File: config.mk
export PLATFORM = sky130hd
export DESIGN_NAME = spi_sclk_gen
export DESIGN_NICKNAME = d
export VERILOG_FILES = /design/src/rtl/spi_sclk_gen.sv
export SDC_FILE = /design/constraint.sdc
export NUM_CORES = 1
export LEC_CHECK = 0
export ABC_AREA = 1
export CAP_MARGIN = 0
export CORE_MARGIN = 3
export CORE_UTILIZATION = 56
export DETAILED_ROUTE_END_ITERATION = 10
export HOLD_SLACK_MARGIN = 0.06
export PLACE_DENSITY = 0.81
export SYNTH_ARGS = -nofsm -noshare
export SYNTH_HDL_FRONTEND = slang
export SYNTH_SLANG_ARGS = --single-unit
File: constraint.sdc
create_clock -name i_clk -period 3.7 [get_ports i_clk]
set_input_delay 0.555 -clock i_clk [delete_from_list [all_inputs] [get_ports i_clk]]
set_output_delay 0.555 -clock i_clk [all_outputs]
set_load 0.01 [all_outputs]
File: src/rtl/spi_sclk_gen.sv
// SPI SCLK generator: per-transfer divide, CPOL/CPHA and length; registered SCLK and edge/shift/sample/done strobes.
// Accept-to-done 1+(2N+1)*H cycles; start accepted only in IDLE/DONE, i_abort returns to IDLE next cycle.
module spi_sclk_gen #(
  parameter int DIV_W    = 8,
  parameter int MAX_BITS = 32,
  parameter int BITS_W   = $clog2(MAX_BITS + 1)
) (
  input  logic              i_clk,
  input  logic              i_rst,
  input  logic              i_cpol,
  input  logic              i_cpha,
  input  logic [DIV_W-1:0]  i_half_div,
  input  logic [BITS_W-1:0] i_nbits,
  input  logic              i_start_valid,
  output logic              o_start_ready,
  input  logic              i_abort,
  output logic              o_sclk,
  output logic              o_busy,
  output logic              o_lead_edge,
  output logic              o_trail_edge,
  output logic              o_shift,
  output logic              o_sample,
  output logic [BITS_W-1:0] o_bit_idx,
  output logic              o_done
);

  typedef enum logic [2:0] {ST_IDLE, ST_SETUP, ST_RUN, ST_HOLD, ST_DONE} state_t;

  localparam logic [DIV_W-1:0]  HC_ONE = DIV_W'(1);
  localparam logic [BITS_W-1:0] NB_ONE = BITS_W'(1);
  localparam logic [BITS_W-1:0] NB_MAX = BITS_W'(MAX_BITS);
  localparam logic [BITS_W:0]   EC_ONE = (BITS_W + 1)'(1);

  state_t              state_q, state_d;
  logic                cpol_q, cpha_q;
  logic [DIV_W-1:0]    half_q, hcnt_q;
  logic [BITS_W-1:0]   nbits_q, nbits_eff;
  logic [BITS_W:0]     ecnt_q, edge_num;
  logic                accept, active, hc_zero, edge_go, last_edge;
  logic                sclk_d, lead_d, trail_d, shift_d, sample_d, done_d;

  assign o_start_ready = !i_rst && (state_q == ST_IDLE || state_q == ST_DONE);
  assign accept        = i_start_valid && o_start_ready;
  assign active        = (state_q == ST_SETUP) || (state_q == ST_RUN) || (state_q == ST_HOLD);
  assign o_busy        = active;
  assign hc_zero       = (hcnt_q == '0);
  assign edge_go       = ((state_q == ST_SETUP) || (state_q == ST_RUN)) && hc_zero && !i_abort;
  assign edge_num      = ecnt_q + EC_ONE;
  assign last_edge     = (edge_num == {nbits_q, 1'b0});

  always_comb begin
    nbits_eff = i_nbits;
    if (i_nbits == '0)
      nbits_eff = NB_ONE;
    else if (i_nbits > NB_MAX)
      nbits_eff = NB_MAX;
  end

  always_ff @(posedge i_clk or posedge i_rst) begin
    if (i_rst)
      state_q <= ST_IDLE;
    else
      state_q <= state_d;
  end

  always_comb begin
    state_d = state_q;
    unique case (state_q)
      ST_IDLE:  if (accept) state_d = ST_SETUP;
      ST_SETUP: begin
        if (i_abort)      state_d = ST_IDLE;
        else if (hc_zero) state_d = ST_RUN;
      end
      ST_RUN: begin
        if (i_abort)                   state_d = ST_IDLE;
        else if (hc_zero && last_edge) state_d = ST_HOLD;
      end
      ST_HOLD: begin
        if (i_abort)      state_d = ST_IDLE;
        else if (hc_zero) state_d = ST_DONE;
      end
      ST_DONE:  state_d = accept ? ST_SETUP : ST_IDLE;
      default:  state_d = ST_IDLE;
    endcase
  end

  // Odd edge numbers are leading edges; the final trailing edge launches no further bit.
  always_comb begin
    sclk_d   = o_sclk;
    lead_d   = 1'b0;
    trail_d  = 1'b0;
    shift_d  = 1'b0;
    sample_d = 1'b0;
    done_d   = 1'b0;
    case (state_q)
      ST_IDLE, ST_DONE: begin
        sclk_d  = i_cpol;
        shift_d = accept && !i_cpha;
      end
      default: begin
        if (i_abort) begin
          sclk_d = cpol_q;
        end else if (edge_go) begin
          sclk_d  = ~o_sclk;
          lead_d  = edge_num[0];
          trail_d = ~edge_num[0];
          if (cpha_q) begin
            shift_d  = edge_num[0];
            sample_d = ~edge_num[0];
          end else begin
            sample_d = edge_num[0];
            shift_d  = ~edge_num[0] && !last_edge;
          end
        end else if (state_q == ST_HOLD && hc_zero) begin
          done_d = 1'b1;
        end
      end
    endcase
  end

  always_ff @(posedge i_clk or posedge i_rst) begin
    if (i_rst) begin
      cpol_q  <= 1'b0;
      cpha_q  <= 1'b0;
      half_q  <= '0;
      nbits_q <= NB_ONE;
      hcnt_q  <= '0;
      ecnt_q  <= '0;
    end else if (accept) begin
      cpol_q  <= i_cpol;
      cpha_q  <= i_cpha;
      half_q  <= i_half_div;
      nbits_q <= nbits_eff;
      hcnt_q  <= i_half_div;
      ecnt_q  <= '0;
    end else if (active) begin
      hcnt_q <= hc_zero ? half_q : hcnt_q - HC_ONE;
      if (edge_go)
        ecnt_q <= edge_num;
    end
  end

  always_ff @(posedge i_clk or posedge i_rst) begin
    if (i_rst) begin
      o_sclk       <= 1'b0;
      o_lead_edge  <= 1'b0;
      o_trail_edge <= 1'b0;
      o_shift      <= 1'b0;
      o_sample     <= 1'b0;
      o_done       <= 1'b0;
      o_bit_idx    <= '0;
    end else begin
      o_sclk       <= sclk_d;
      o_lead_edge  <= lead_d;
      o_trail_edge <= trail_d;
      o_shift      <= shift_d;
      o_sample     <= sample_d;
      o_done       <= done_d;
      if (accept)
        o_bit_idx <= '0;
      else if (o_sample && o_bit_idx != nbits_q)
        o_bit_idx <= o_bit_idx + NB_ONE;
    end
  end

endmodule

==> results of run 1 <==
-- power groups by stage --
stage | clock [mW] | sequential [mW] | combinational [mW]
6_report | 0.322 | 0.777 | 0.665
3_5_place_dp | 0 | 0.783 | 0.666
2_1_floorplan | 0 | 0.757 | 0.544
5_1_grt | 0.352 | 0.799 | 0.769
3_3_place_gp | 0 | 0.776 | 0.641
4_1_cts | 0.335 | 0.775 | 0.668
-- layout make-up --
cell class	count	area [sq um]
clock inverters	2	12.5
multi-input cells	238	1200
fillers	381	1420
well taps	52	65.1
inverters	45	174
repair buffers	34	338
clock buffers	6	82.6
flip-flops and latches	46	1150
-- metrics by stage --
stage	total power, mW	utilization (%)
floorplan	1.30	-
finish	1.76	68.1
detailed placement	1.45	66.0
CTS	1.78	68.1
global placement	1.42	66.0
global route	1.92	68.1
-- tightest hold or removal path, stage by stage (launching register included) --
cell and delay (ns):
dfrtp_1 0.34, nand2_1 0.06, nand2_1 0.05
-- worst max-delay path by stage --
stage          cells past startpoint            end       start  slack (ns)
2_1_floorplan                      8   o_bit_idx[2]       i_rst        1.13
3_3_place_gp                       8      hcnt_q[3]       i_rst        1.46
3_5_place_dp                       8      hcnt_q[4]       i_rst        1.40
4_1_cts                            4  o_start_ready  state_q[0]        1.46
5_1_grt                           11     state_q[1]   hcnt_q[0]        1.35
6_report                           4  o_start_ready  state_q[0]        1.47
-- cell families (layout without fill, tap and decap cells) --
family                     count (synthesis)  in the layout  synth area share, %
DFF                                       46             46                 44.0
buffers and inverters                     53             87                 10.0
and+or+nand+nor                          181            181                 31.3
adders and majority gates                  4              4                 1.91
xor gates and xnor gates                   7              7                 2.34
AOI/OAI and AO/OA                         46             46                 10.4
-- flip-flops by register name (all words and copies together) (netlist names) --
signal and count:
half_q 8, o_trail_edge 1, ecnt_q 7, o_lead_edge 1, nbits_q 6, state_q 3, o_shift 1, o_sample 1
hcnt_q 8, cpha_q 1, o_sclk 1, o_done 1, cpol_q 1, o_bit_idx 6
-- cell usage in the layout (no fill, tap or decap), types with 2 or more instances in the layout --
cell type        netlist  final
nand4_1                2      2
nor2_8                 2      2
nand2_4                3      3
o21ai_2                2      2
o21ai_1                7      7
ha_1                   4      4
o22ai_1                6      6
nor4_1                 4      4
clkbuf_8               0      6
nor2_2                 2      2
nor2_1                49     49
dfrtp_1               45     45
inv_1                 43     42
nand3_1               23     23
nand3b_1               4      4
clkdlybuf4s50_1        0     33
o21ai_0               12     12
nor3_1                 4      4
a31oi_1                6      6
a21oi_1                6      6
nand2_1               85     85
xor2_1                 7      7
o211ai_1               3      3
-- metal layers --
| metal | track usage [%] | vias up | routed length [microns] | part of all wire, % |
|---|---|---|---|---|
| met1 | 27.9 | 1068 | 2470 | 45 |
| met2 | 37.4 | 43 | 2760 | 50 |
| met3 | 3.65 | 7 | 209 | 3.8 |
| met5 | 0 | - | 0 | 0 |
| met4 | 7.31 | 0 | 93 | 1.7 |
| li1 | - | 1147 | - | - |
==> results.ini, run 1 <==
[sta]
finalCritPeriodShare_pct=60.2
timing.fmax_mhz=449
setup_slack_ns=1.47
fin_crit_ns=2.23
slew_violations=0
slew_headroom_pct=61.6
hold_ws_ns=0.481
worstMarginPinSlew_ns=0.576
skew_ns=0.00695
setup_viol=0
finalSetupTns_ns=0
rsz0062_at_grt=no
hold_violations=0

[placed_design]
io_buffers=33
dp_worst_setup_slack_ns=1.40
dp.cells=415
place_hpwl_microns=4010
gp_congestion=0.919
placed_area_sq_mm=0.00293

[worst_setup_path]
crit_chain=nor2_2, inv_1, nor2_1, clkdlybuf4s50_1
path_class=reg2out
path_buf_inv=2
reg2reg_depth=11
r2r_start=hcnt_q[0]
cp-start-kind=flop
slowest_stage=clkdlybuf4s50_1
arrival_ns=1.67
cpPeakStageDelay_ns=0.54
end_kind=output port
worst-path-max-fanout=6
r2r-end=state_q[1]
worst_ep_required_time_ns=3.14
crit_family=buffers and inverters
ff2ff_setup_slack_ns=1.55

[route]
vias=2265
ant_nets=0
drc=0
routedWlPerCell_microns=13.1
drtIter0Drc=117
drt-pass1-iter-count=4
viasPerCell=5.35
routed_wl_microns=5540

[cells_and_area]
drive_above_1_share_pct=6.74
final_cells=423
final_nets=394
design_area_sq_mm=0.00303
diodes=0
area_growth_pct=15.6

[synthesis]
synth_top_area_share_pct=43.0
syn_area_per_cell_sq_um=7.77
syn_area_sq_mm=0.00262
synth.most_common_cell=nand2_1
synth_seq_cells=46
synth-async-reset-ratio_pct=100
synth_cell_types=35
synth_area_leaders=dfrtp_1, nand2_1, nor2_1
ys_warn_count=0
ys_seq_area_share_pct=44.0
yosys.area.top_type=dfrtp_1
synthTopCellsByCount=nand2_1, nor2_1, dfrtp_1, inv_1, nand3_1
synth_cells=337
synth_nets=361
synth_edf_count=0
synth_ff_type=dfrtp_1

[floorplanning]
fp-row-count=24
dieArea_sq_mm=0.00553
ios=34
core_area_sq_mm=0.00444
start_util_pct=58.9
dieWidth_microns=74.4
dieHeight_microns=74.4

[clock_tree]
postCtsSetupBuffers=0
numCtsBuffers=5
max-clock-path-buffers=2
htree_levels=2
clkLatencyLatePin_ns=0.30
cts.repair.resized=0
cts.root.buffer_cell=clkbuf_8
ctsHoldBuffers=0
clock_sinks=46
clk_pin_slew_ns=0.08
cts_tree=yes

[power]
power_leakage_nw=1.49
p_sw_share_pct=39.0
p_int_mw=1.08
pwr-share-seq_pct=44.1
net-switching-power_mw=0.687
p_comb_share_pct=37.7
power_density_mw_per_mm2=582
peakVddDrop_mv=0.414
p_clk_share_pct=18.2

[min_path]
min_path_type=reg2reg
min_from=half_q[4]
min_to=half_q[4]
holdPathStages=2

[run]
maxCapViolCount=0

[grt]
grt-ovfl-total=0
grt_pass1_wl_microns=9410
grt_max_degree=47
antenna_found_initial=0
grt_pass1_vias=2146
grt_util_all_layers_pct=21.8

[outcome]
status=completed

Power figures use the tool's default switching activity.
==> run 2: changes to the inputs <==
--- a/config.mk
+++ b/config.mk
@@ -8,10 +8,10 @@
 export ABC_AREA = 1
 export CAP_MARGIN = 0
 export CORE_MARGIN = 3
-export CORE_UTILIZATION = 56
+export CORE_UTILIZATION = 55
 export DETAILED_ROUTE_END_ITERATION = 10
 export HOLD_SLACK_MARGIN = 0.06
-export PLACE_DENSITY = 0.81
+export PLACE_DENSITY = 0.8
 export SYNTH_ARGS = -nofsm -noshare
 export SYNTH_HDL_FRONTEND = slang
 export SYNTH_SLANG_ARGS = --single-unit
==> constraint.sdc (replaced) <==
create_clock -name i_clk -period 2.15 [get_ports i_clk]
set_input_delay 0.3225 -clock i_clk [delete_from_list [all_inputs] [get_ports i_clk]]
set_output_delay 0.3225 -clock i_clk [all_outputs]
set_load 0.01 [all_outputs]
==> results.ini, run 2 (same netlist as run 1, synthesis figures left out) <==
[outcome]
status=completed

[power]
power_leakage_nw=1.51
p_comb_share_pct=38.4
p_sw_share_pct=38.6
p_int_mw=1.87
p_clk_share_pct=17.6
peakVddDrop_mv=0.620
pwr-share-seq_pct=44.0
power_density_mw_per_mm2=993
net-switching-power_mw=1.17
totalPowerFinal_mw=3.04

[cells_and_area]
fin_util_pct=68.5
design_area_sq_mm=0.00306
final_nets=397
multiInputGateArea_sq_mm=0.00120
layout_commonest_cell=nand2_1
fillers=367
reg_top3=half_q: 8 flops, hcnt_q: 8 flops, ecnt_q: 7 flops
area_growth_pct=17.0
drive_above_1_share_pct=7.49
diodes=0
final_cells=426
seq_area_sq_mm=0.00115
layout_common_cells=nand2_1, nor2_1, dfrtp_1

[placed_design]
dp_worst_setup_slack_ns=0.160
place_hpwl_microns=4040
dp.cells=418
gp_congestion=0.862
io_buffers=33
placed_area_sq_mm=0.00297

[sta]
slew_headroom_pct=60.7
fin_crit_ns=1.99
rsz0062_at_grt=no
slew_violations=0
worstMarginPinSlew_ns=0.589
hold_violations=0
finalCritPeriodShare_pct=92.5
timing.fmax_mhz=503
hold_ws_ns=0.467
finalSetupTns_ns=0
setup_slack_ns=0.161
setup_viol=0
skew_ns=0.00404

[route]
routedWlPerCell_microns=12.8
viasPerCell=5.35
drc=0
vias=2280
drt-pass1-iter-count=4
ant_nets=0
drtIter0Drc=127
routed_wl_microns=5470

[worst_setup_path]
cp-start-kind=flop
path_class=reg2out
arrival_ns=1.67
worst_ep_required_time_ns=1.83
worst-path-max-fanout=6
end_kind=output port

[clock_tree]
numCtsBuffers=5
cts.root.buffer_cell=clkbuf_8
postCtsSetupBuffers=0
max-clock-path-buffers=2
ctsHoldBuffers=0
clk_pin_slew_ns=0.08
htree_levels=2
cts_tree=yes
clkLatencyLatePin_ns=0.29
clock_sinks=46
cts.repair.resized=0

[floorplanning]
start_util_pct=58.5
ios=34
fp-row-count=24
core_area_sq_mm=0.00447
dieHeight_microns=75
dieWidth_microns=75
dieArea_sq_mm=0.00563

[grt]
antenna_found_initial=0
grt_pass1_wl_microns=9440
grt_max_degree=47
grt-ovfl-total=0
grt_pass1_vias=2201
grt_util_all_layers_pct=21.6

[run]
maxCapViolCount=0

[min_path]
min_path_type=reg2reg

-- run 2: worst max-delay path, cell delays in order, from the launching register on --
cell and delay [ns]:
dfrtp_1 0.45, nor2_2 0.22, inv_1 0.08, nor2_1 0.08
clkdlybuf4s50_1 0.54
-- run 2: area by class of cell --
class / instances / area share [%]
clock buffers: 7 / 2.82
clock inverters: 1 / 0.163
inverters: 45 / 5.80
multi-input cells: 238 / 39.3
flip-flops and latches: 46 / 37.6
well taps: 52 / 2.12
repair buffers: 37 / 12.2
-- run 2: layer usage --
layer	share of wire (%)	global-route usage [%]	vias to the layer above
li1	-	-	1167
met2	49	35.7	50
met5	0	0	-
met1	46	28.1	1055
met4	1.0	7.51	0
met3	4.4	4.67	8
-- run 2: worst paths after layout --
| kind | slack (ns) | end | cells past startpoint | start |
|---|---|---|---|---|
| worst max-delay path | 0.16 | o_start_ready | 4 | state_q[0] |
| worst min-delay path | 0.47 | half_q[4] | 2 | half_q[4] |
| worst max register to register | 0.32 | hcnt_q[3] | 11 | hcnt_q[0] |
| worst min register to register | 0.47 | half_q[4] | 2 | half_q[4] |
| max in group asynchronous | 1.16 | hcnt_q[2] | 3 | i_rst |
| min in group asynchronous | 0.59 | state_q[0] | 3 | i_rst |
-- run 2: power by group through the flow --
stage | clock network, mW | registers [mW] | logic (mW)
2_1_floorplan | 0 | 1.30 | 0.937
3_3_place_gp | 0 | 1.35 | 1.14
3_5_place_dp | 0 | 1.35 | 1.16
4_1_cts | 0.563 | 1.34 | 1.17
5_1_grt | 0.594 | 1.38 | 1.36
6_report | 0.537 | 1.34 | 1.17
